## src/rtl/bcd_to_ac_pkg.sv

```systemverilog
// Shared constants and state encoding for the packed-BCD to binary converter.
package bcd_to_ac_pkg;

  localparam int DIGITS_DEF = 3;
  localparam int BIN_W_DEF  = 8;

  localparam logic [3:0] BCD_MAX    = 4'd9;
  localparam logic [3:0] ADJ_THRESH = 4'd8;
  localparam logic [3:0] ADJ        = 4'd3;

  typedef enum logic [1:0] {
    ST_IDLE = 2'd0,
    ST_CONV = 2'd1,
    ST_DONE = 2'd2
  } state_e;

  // True when a nibble is a legal decimal digit.
  function automatic logic bcd_digit_ok(input logic [3:0] nib);
    return (nib <= BCD_MAX);
  endfunction

endpackage

```

## src/rtl/bcd_to_ac_nibble_adj.sv

```systemverilog
// Per-digit correction for reverse double-dabble: after the right shift a
// nibble that reached 8 or more carried in a weight of 8 where decimal needs
// 5, so 3 is removed. Inverse of the display path's +3 corrector.
module bcd_nibble_adj
  import bcd_to_ac_pkg::*;
(
  input  logic [3:0] nib_i,
  output logic [3:0] nib_o
);

  // Subtract 3 from nibbles at or above the threshold, pass others through.
  always_comb begin
    if (nib_i >= ADJ_THRESH) begin
      nib_o = nib_i - ADJ;
    end else begin
      nib_o = nib_i;
    end
  end

endmodule

```

## src/rtl/bcd_to_ac.sv

```systemverilog
// Sequential packed-BCD to binary converter (reverse double-dabble), one
// shift/adjust iteration per clock with a start/done handshake. The result
// feeds the AC register from operator-entered decimal digits.
module bcd_to_ac
  import bcd_to_ac_pkg::*;
#(
  parameter int DIGITS = DIGITS_DEF,
  parameter int BIN_W  = BIN_W_DEF
) (
  input  logic                  clk,
  input  logic                  rst_n,
  input  logic                  start,
  input  logic [4*DIGITS-1:0]   din,
  output logic                  busy,
  output logic                  done,
  output logic [BIN_W-1:0]      dout,
  output logic                  ovf,
  output logic                  err
);

  localparam int W     = 4 * DIGITS;
  localparam int CNT_W = $clog2(W + 1);
  localparam logic [CNT_W-1:0] CNT_LAST = CNT_W'(W);
  localparam logic [CNT_W-1:0] CNT_ONE  = CNT_W'(1);

  state_e           state_q;
  logic [CNT_W-1:0] cnt_q;
  logic [W-1:0]     bcd_q;
  logic [W-1:0]     acc_q;
  logic             bad_q;
  logic             busy_q;
  logic             done_q;
  logic [BIN_W-1:0] dout_q;
  logic             ovf_q;
  logic             err_q;

  logic             din_bad_s;
  logic [W-1:0]     bcd_shift_s;
  logic [W-1:0]     bcd_d;
  logic [W-1:0]     acc_d;
  logic [BIN_W-1:0] res_s;
  logic             hi_s;

  // Flag any input digit outside 0..9.
  always_comb begin
    din_bad_s = 1'b0;
    for (int i = 0; i < DIGITS; i++) begin
      if (!bcd_digit_ok(din[4*i +: 4])) begin
        din_bad_s = 1'b1;
      end else begin
        din_bad_s = din_bad_s;
      end
    end
  end

  // {bcd,acc} shifted right by one: bcd LSB moves into acc MSB.
  assign bcd_shift_s = {1'b0, bcd_q[W-1:1]};
  assign acc_d       = {bcd_q[0], acc_q[W-1:1]};

  genvar g;
  generate
    for (g = 0; g < DIGITS; g++) begin : g_adj
      bcd_nibble_adj u_adj (
        .nib_i (bcd_shift_s[4*g +: 4]),
        .nib_o (bcd_d[4*g +: 4])
      );
    end
  endgenerate

  // Fit the accumulator into the output width; bits above BIN_W mean overflow.
  generate
    if (BIN_W < W) begin : g_narrow
      assign res_s = acc_q[BIN_W-1:0];
      assign hi_s  = |acc_q[W-1:BIN_W];
    end else if (BIN_W == W) begin : g_equal
      assign res_s = acc_q;
      assign hi_s  = 1'b0;
    end else begin : g_wide
      assign res_s = {{(BIN_W-W){1'b0}}, acc_q};
      assign hi_s  = 1'b0;
    end
  endgenerate

  // Control FSM, iteration counter, datapath registers and registered outputs.
  // An invalid input spends one cycle in CONV with bad_q set, so both paths
  // enter DONE from CONV and the error result appears one edge after accept.
  always_ff @(posedge clk or negedge rst_n) begin
    if (!rst_n) begin
      state_q <= ST_IDLE;
      cnt_q   <= {CNT_W{1'b0}};
      bcd_q   <= {W{1'b0}};
      acc_q   <= {W{1'b0}};
      bad_q   <= 1'b0;
      busy_q  <= 1'b0;
      done_q  <= 1'b0;
      dout_q  <= {BIN_W{1'b0}};
      ovf_q   <= 1'b0;
      err_q   <= 1'b0;
    end else begin
      done_q <= 1'b0;
      case (state_q)
        ST_IDLE: begin
          if (start) begin
            state_q <= ST_CONV;
            busy_q  <= 1'b1;
            cnt_q   <= {CNT_W{1'b0}};
            acc_q   <= {W{1'b0}};
            bad_q   <= din_bad_s;
            bcd_q   <= din_bad_s ? {W{1'b0}} : din;
          end else begin
            state_q <= ST_IDLE;
          end
        end
        ST_CONV: begin
          if (bad_q) begin
            state_q <= ST_DONE;
            done_q  <= 1'b1;
            dout_q  <= {BIN_W{1'b0}};
            ovf_q   <= 1'b0;
            err_q   <= 1'b1;
          end else if (cnt_q == CNT_LAST) begin
            state_q <= ST_DONE;
            done_q  <= 1'b1;
            dout_q  <= res_s;
            ovf_q   <= hi_s;
            err_q   <= 1'b0;
          end else begin
            bcd_q <= bcd_d;
            acc_q <= acc_d;
            cnt_q <= cnt_q + CNT_ONE;
          end
        end
        ST_DONE: begin
          state_q <= ST_IDLE;
          busy_q  <= 1'b0;
          bad_q   <= 1'b0;
        end
        default: begin
          state_q <= ST_IDLE;
          busy_q  <= 1'b0;
          bad_q   <= 1'b0;
        end
      endcase
    end
  end

  assign busy = busy_q;
  assign done = done_q;
  assign dout = dout_q;
  assign ovf  = ovf_q;
  assign err  = err_q;

endmodule
```

## config.mk

```make
export PLATFORM = sky130hd
export DESIGN_NAME = bcd_to_ac
export DESIGN_NICKNAME = d
export VERILOG_FILES = /design/src/rtl/bcd_to_ac_pkg.sv /design/src/rtl/bcd_to_ac_nibble_adj.sv /design/src/rtl/bcd_to_ac.sv
export SDC_FILE = /design/constraint.sdc
export NUM_CORES = 1
export LEC_CHECK = 0
export ABC_AREA = 1
export ABC_CLOCK_PERIOD_IN_PS = 1610
export BUFFER_PORTS_ARGS = -buffer_cell sky130_fd_sc_hd__buf_4
export CAP_MARGIN = 20
export CORE_MARGIN = 2
export CORE_UTILIZATION = 25
export DETAILED_ROUTE_END_ITERATION = 7
export GPL_TIMING_DRIVEN = 0
export SETUP_SLACK_MARGIN = 0.2
export SYNTH_ARGS = -nofsm -noshare
export SYNTH_HDL_FRONTEND = slang
export SYNTH_SLANG_ARGS = --single-unit
```

## constraint.sdc

```tcl
create_clock -name clk -period 1.61 [get_ports clk]
set_clock_uncertainty 0.15 [all_clocks]
set_input_delay 0.322 -clock clk [delete_from_list [all_inputs] [get_ports clk]]
set_output_delay 0.322 -clock clk [all_outputs]
set_load 0.02 [all_outputs]
```

; Word-level counts from Yosys, hierarchy flattened
; Index checks and enable logic that the tools add are counted.
[word_totals]
ff_bits = 43
input_bits = 15
out_inout_bits = 12
elab_cells = 70
[classes]
addsub = 4
magnitude_cmp = 6
n_eq_ne = 6
muxes = 36
bitwise_logic = 1
n_reduce_logical = 7
[ops]
columns = operator, n
row1 = $mux 12, 7
row2 = $pmux 12 s2, 2
row3 = $mux 4, 6
row4 = $mux 8, 2
row5 = $mux 1, 13
row6 = $le 4x4->1 const B, 3
row7 = $ge 4x4->1 const B, 2
row8 = $pmux 4 s2, 1
row9 = $sub 4x2->4 const B, 2
row10 = $ne 2x2->1 const B, 3
row11 = $add 4x1->4 const B, 1
row12 = $eq 4x4->1 const B, 1
row13 = $ge 3x4->1 const B, 1
row14 = $mux 2, 2
row15 = $pmux 1 s2, 2
row16 = $pmux 2 s2, 1
row17 = $reduce_and 2->1, 2
row18 = $reduce_and 4->1, 1
row19 = $reduce_bool 2->1, 2
row20 = $reduce_or 4->1, 1
row21 = $sub 3x2->4 const B, 1
row22 = $ne 3x3->1 const B, 1
row23 = $eq 2x1->1 const B, 1
row24 = $logic_not 2->1, 1
row25 = $not 1->1, 1

; Depth between registers and ports, before layout
[logic_depth]
depth_word = 7
ltp_mapped = 9
mapped_depth_nobuf = 8

; Hierarchy
; A second synthesis with hierarchy kept.
[unflattened]
hier_cells = 277
area_unflattened_um2 = 2240.9
[modules_own_cells]
columns = mod, n_inst, cells_per_inst, area_per_inst_um2, seq_area_each_um2
row1 = bcd_to_ac, 1, 229, 1974.4, 1076.0
row2 = bcd_nibble_adj, 3, 16, 88.8, 0.0

; Least setup slack after synthesis
; OpenSTA, ideal clock, no wires.
[synth_path]
path_type = reg2reg
start = reg cnt_q[0]
end = reg dout_q[1], in the netlist dout[1]
setup_time_ns = 0.119
arrival_ns = 1.330
required_time_ns = 1.341
path_slack_ns = 0.011
path_stages_with_launch = 10
path_buffers = 2
period_less_slack_ns = 1.599
cell_sequence = dfrtp_1 > inv_1 > ha_1 > nand3_2 > nand2_4 > buf_12 > nand2_4 > buf_12 > nand2_2 > o21ai_2
[synth_via]
elab_chain_len = 3
[synth_lines]
columns = element, line
row1 = "start, declared", bcd_to_ac.sv:27  ; logic [CNT_W-1:0] cnt_q;
row2 = "start signal, assigned", bcd_to_ac.sv:90  ; cnt_q <= {CNT_W{1'b0}};
row3 = "start signal, assigned", bcd_to_ac.sv:106  ; cnt_q <= {CNT_W{1'b0}};
row4 = "start signal, assigned", bcd_to_ac.sv:130  ; cnt_q <= cnt_q + CNT_ONE;
row5 = $eq 4x4->1, bcd_to_ac.sv:121  ; end else if (cnt_q == CNT_LAST) begin
row6 = $reduce_bool 2->1 (no line), n/a
row7 = $reduce_and 2->1 (no line), n/a
row8 = "end signal, assigned", bcd_to_ac.sv:96  ; dout_q <= {BIN_W{1'b0}};
row9 = "end signal, assigned", bcd_to_ac.sv:118  ; dout_q <= {BIN_W{1'b0}};
row10 = "end signal, assigned", bcd_to_ac.sv:124  ; dout_q <= res_s;
row11 = "end, declared", bcd_to_ac.sv:33  ; logic [BIN_W-1:0] dout_q;
; No other way between the ends.
; A chain may end at the register's enable or synchronous reset.

; Final worst setup path
[layout_path]
start = reg cnt_q[0]
end = reg dout_q[7], in the netlist dout[7]
; Same word-level chain as after synthesis.

==> impl_metrics.csv <==
group,metric,value,unit
detailed_routing,wl_per_cell,12.1,um
hold_path,hold_class,"in2reg",
layout,stdcell_count,420,
place,dp_hpwl,3190,um
setup_path,r2r_slack,0.08,ns
power_and_ir_drop,power.clock.fraction,13.6,%
setup_path,worstPathArrival,1.57,ns
floorplanning,core_area,8680,um2
place,port_buffers,26,
setup_path,crit_type,"reg2reg",
clock_network,htreeDepth,2,
layout,nFillCells,882,
place,routabilityCongestion,0.814,
floorplanning,start_util,25.6,%
logic_synthesis,ys_types,27,
setup_path,crit_chain,"inv_2, ha_4, nand3_4, nand2_4, buf_12, nand2_8, buf_12, nand2_2, o21ai_2",
timing,rsz0062_at_grt,"yes",
setup_path,critical_path.max_stage_delay,0.41,ns
logic_synthesis,netlist_instances,252,
grt,grt_pass1_vias,1749,
power_and_ir_drop,sequentialPowerShare,31.1,%
grt,grt_usage,10.4,%
layout,diodes,0,
power_and_ir_drop,p_leak,1.47,nW
logic_synthesis,synthesis.area,2230,um2
detailed_routing,first_iter_violations,77,
logic_synthesis,yosys.area.top_type_share,48.3,%
power_and_ir_drop,swShare,42.2,%
clock_network,cts_sinks,43,
detailed_routing,routed_wl,5090,um
logic_synthesis,ys_seq_elements,43,
detailed_routing,drt-pass1-iter-count,4,
detailed_routing,vias_per_cell,4.40,
clock_network,clk_path_buf_depth,2,
timing,slew_violations,0,
grt,gr-total-overflow,0,
grt,antenna_found_initial,0,
place,dp_slack,-0.0875,ns
timing,final.period_utilization,95.0,%
setup_path,worstSetupStartpointType,"register",
grt,grt_max_degree,44,
floorplanning,fp.dieH,98.4,um
clock_network,clk_pin_slew,0.08,ns
status,status,"complete, no violations",
logic_synthesis,yosysSeqAreaShare,48.3,%
detailed_routing,vias,1850,
setup_path,crit_path_top_delay_cell,"dfrtp_1",
timing,max_slew_margin,63.0,%
place,post-place-cells,386,
floorplanning,die_w,98.4,um
setup_path,crit_top_cell,"buf_12",
clock_network,cts_tree,"built",
setup_path,cp_max_fo,10,
timing,max_freq,654,MHz
clock_network,insertion_delay,0.30,ns
floorplanning,row_count,34,
detailed_routing,ant_nets,0,
timing,setup_ws,0.0812,ns
layout,layout-drive-gt1-share,39.7,%
logic_synthesis,ys_warn_count,0,
layout,nNetsFinal,332,
power_and_ir_drop,p_sw,2.21,mW
power_and_ir_drop,p_per_area,1720,nW/um2
timing,fin_crit,1.53,ns
layout,syn_to_final_growth,36.8,%
grt,grt_pass1_wl,8180,um
setup_path,worstPathRequired,1.65,ns
logic_synthesis,yosysTopAreaCell,"dfrtp_1",
timing,final_hold_viol_count,0,
timing,setup_viol,0,
power_and_ir_drop,internal_power,3.02,mW
logic_synthesis,syn-num-nets,273,
power_and_ir_drop,max-vdd-ir-drop,0.000517,V
logic_synthesis,synth_area_leaders,"dfrtp_1 48%, nand2_1 8.1%, inv_1 5.4%",
clock_network,clock-root-buffer,"clkbuf_8",
timing,worstMarginPinSlew,0.555,ns
clock_network,cts_buffers,5,
logic_synthesis,syn_avg_cell_area,8.83,um2
power_and_ir_drop,pwr-share-comb,55.3,%
setup_path,critPathCaptureType,"register",
detailed_routing,drc,0,
job,drv_cap,0,
floorplanning,dieArea,9670,um2
floorplanning,ioPinCount,27,
==> what timing repair did <==
action,CTS,global route
resized for setup,6,36
cloned,1,2
pin swaps,5,14
endpoints found under the setup margin,41,41
hold buffers,1,0
hold endpoints to repair,43,0
setup buffers,13,9
==> cell type report <==
| class | instances | area (um2) | share of cell area (%) |
|---|---|---|---|
| plain buffers | 7 | 100 | 3.29 |
| clock buffers | 5 | 68.8 | 2.26 |
| clock inverters | 3 | 23.8 | 0.781 |
| inverters | 34 | 130 | 4.27 |
| multi-input cells | 169 | 1100 | 36.0 |
| flip-flops and latches | 43 | 1080 | 35.4 |
| well taps | 108 | 135 | 4.44 |
| repair buffers | 51 | 414 | 13.6 |
==> sequential cells by signal, indices dropped and copies added (netlist names) <==
signal,cells
err,1
busy,1
dout,8
bad_q,1
acc_q,12
bcd_q,12
done,1
cnt_q,4
state_q,2
ovf,1
==> metrics by stage <==
stage	TNS (ns)	hold WS (ns)	util (%)	instance area [um2]	power, mW
3_3_place_gp	-0.118	0.207	29.7	2580	3.58
2_1_floorplan	0	-0.124	-	2250	3.15
4_1_cts	0	0.150	32.4	2810	4.66
3_5_place_dp	-0.383	0.209	29.7	2580	3.63
5_1_grt	0	0.156	35.1	3050	5.63
6_report	0	0.151	35.1	3050	5.22
==> cell usage after synthesis <==
| cell | number |
|---|---|
| nand4_1 | 6 |
| buf_6 | 1 |
| o22ai_1 | 11 |
| buf_12 | 2 |
| nand4_4 | 1 |
| ha_1 | 6 |
| or2_2 | 1 |
| nand2_2 | 9 |
| buf_4 | 3 |
| o21ai_1 | 6 |
| o21ai_0 | 7 |
| o211ai_1 | 2 |
| nand3_1 | 17 |
| nor2_8 | 1 |
| nand2_4 | 4 |
| xor2_1 | 1 |
| o21ai_2 | 7 |
| nor2_4 | 1 |
| a21oi_1 | 4 |
| nand3_2 | 3 |
| dfrtp_1 | 43 |
| inv_2 | 2 |
| buf_8 | 1 |
| nor2_1 | 32 |
| nand2_1 | 48 |
| nor4_1 | 1 |
| inv_1 | 32 |
==> path summary, 6_finish.rpt <==
| path | cells past startpoint | start | to |
|---|---|---|---|
| max in group asynchronous | 2 | rst_n | state_q[0] |
| setup / recovery | 9 | cnt_q[0] | dout[7] |
| hold reg to reg | 2 | dout[5] | dout[5] |
| min in group asynchronous | 2 | rst_n | dout[5] |
| hold / removal | 3 | din[11] | bcd_q[11] |
| setup reg to reg | 9 | cnt_q[0] | dout[7] |
==> layout by cell type, fill, tap and decap left out, drive strengths merged <==
cell type and count:
nand2 61, buf 56, dfrtp 43, inv 35
nor2 34, nand3 20, o21ai 20, o22ai 11
nand4 8, clkbuf 6, ha 6, a21oi 4
o211ai 2, clkinvlp 2, or2 1, xor2 1
nor4 1, dlygate4sd3 1
==> worst max-delay path, delay by kind of cell (launching register included) <==
family                     cells  cell delay (ns)
AOI/OAI and AO/OA              1             0.05
buffers and inverters          3             0.35
DFF                            1             0.41
adders and majority gates      1             0.15
and+or+nand+nor                4             0.32
==> per-layer routing <==
metal	global-route usage [%]	up-vias	share of wire, %
met5	0	-	0
met4	4.32	0	1.5
met1	13.3	882	46
li1	-	935	-
met3	2.86	7	3.4
met2	16.7	26	49
==> power by group through the flow <==
stage	clock network, mW	registers (mW)	logic (mW)
after global routing	0.784	1.66	3.19
after floorplan	0	1.62	1.53
final	0.712	1.62	2.89
after global placement	0	1.62	1.96
after CTS	0.735	1.60	2.33
after detailed placement	0	1.62	2.01
==> kinds of logic after synthesis <==
group	synth area share, %
XOR/XNOR	0.394
buffers and inverters	9.72
AO/OA/AOI/OAI	10.3
adder cells (fa/ha/maj)	3.37
flip-flops	48.3
AND/OR/NAND/NOR	27.8
Note: power is estimated with default switching activity, not from simulation.
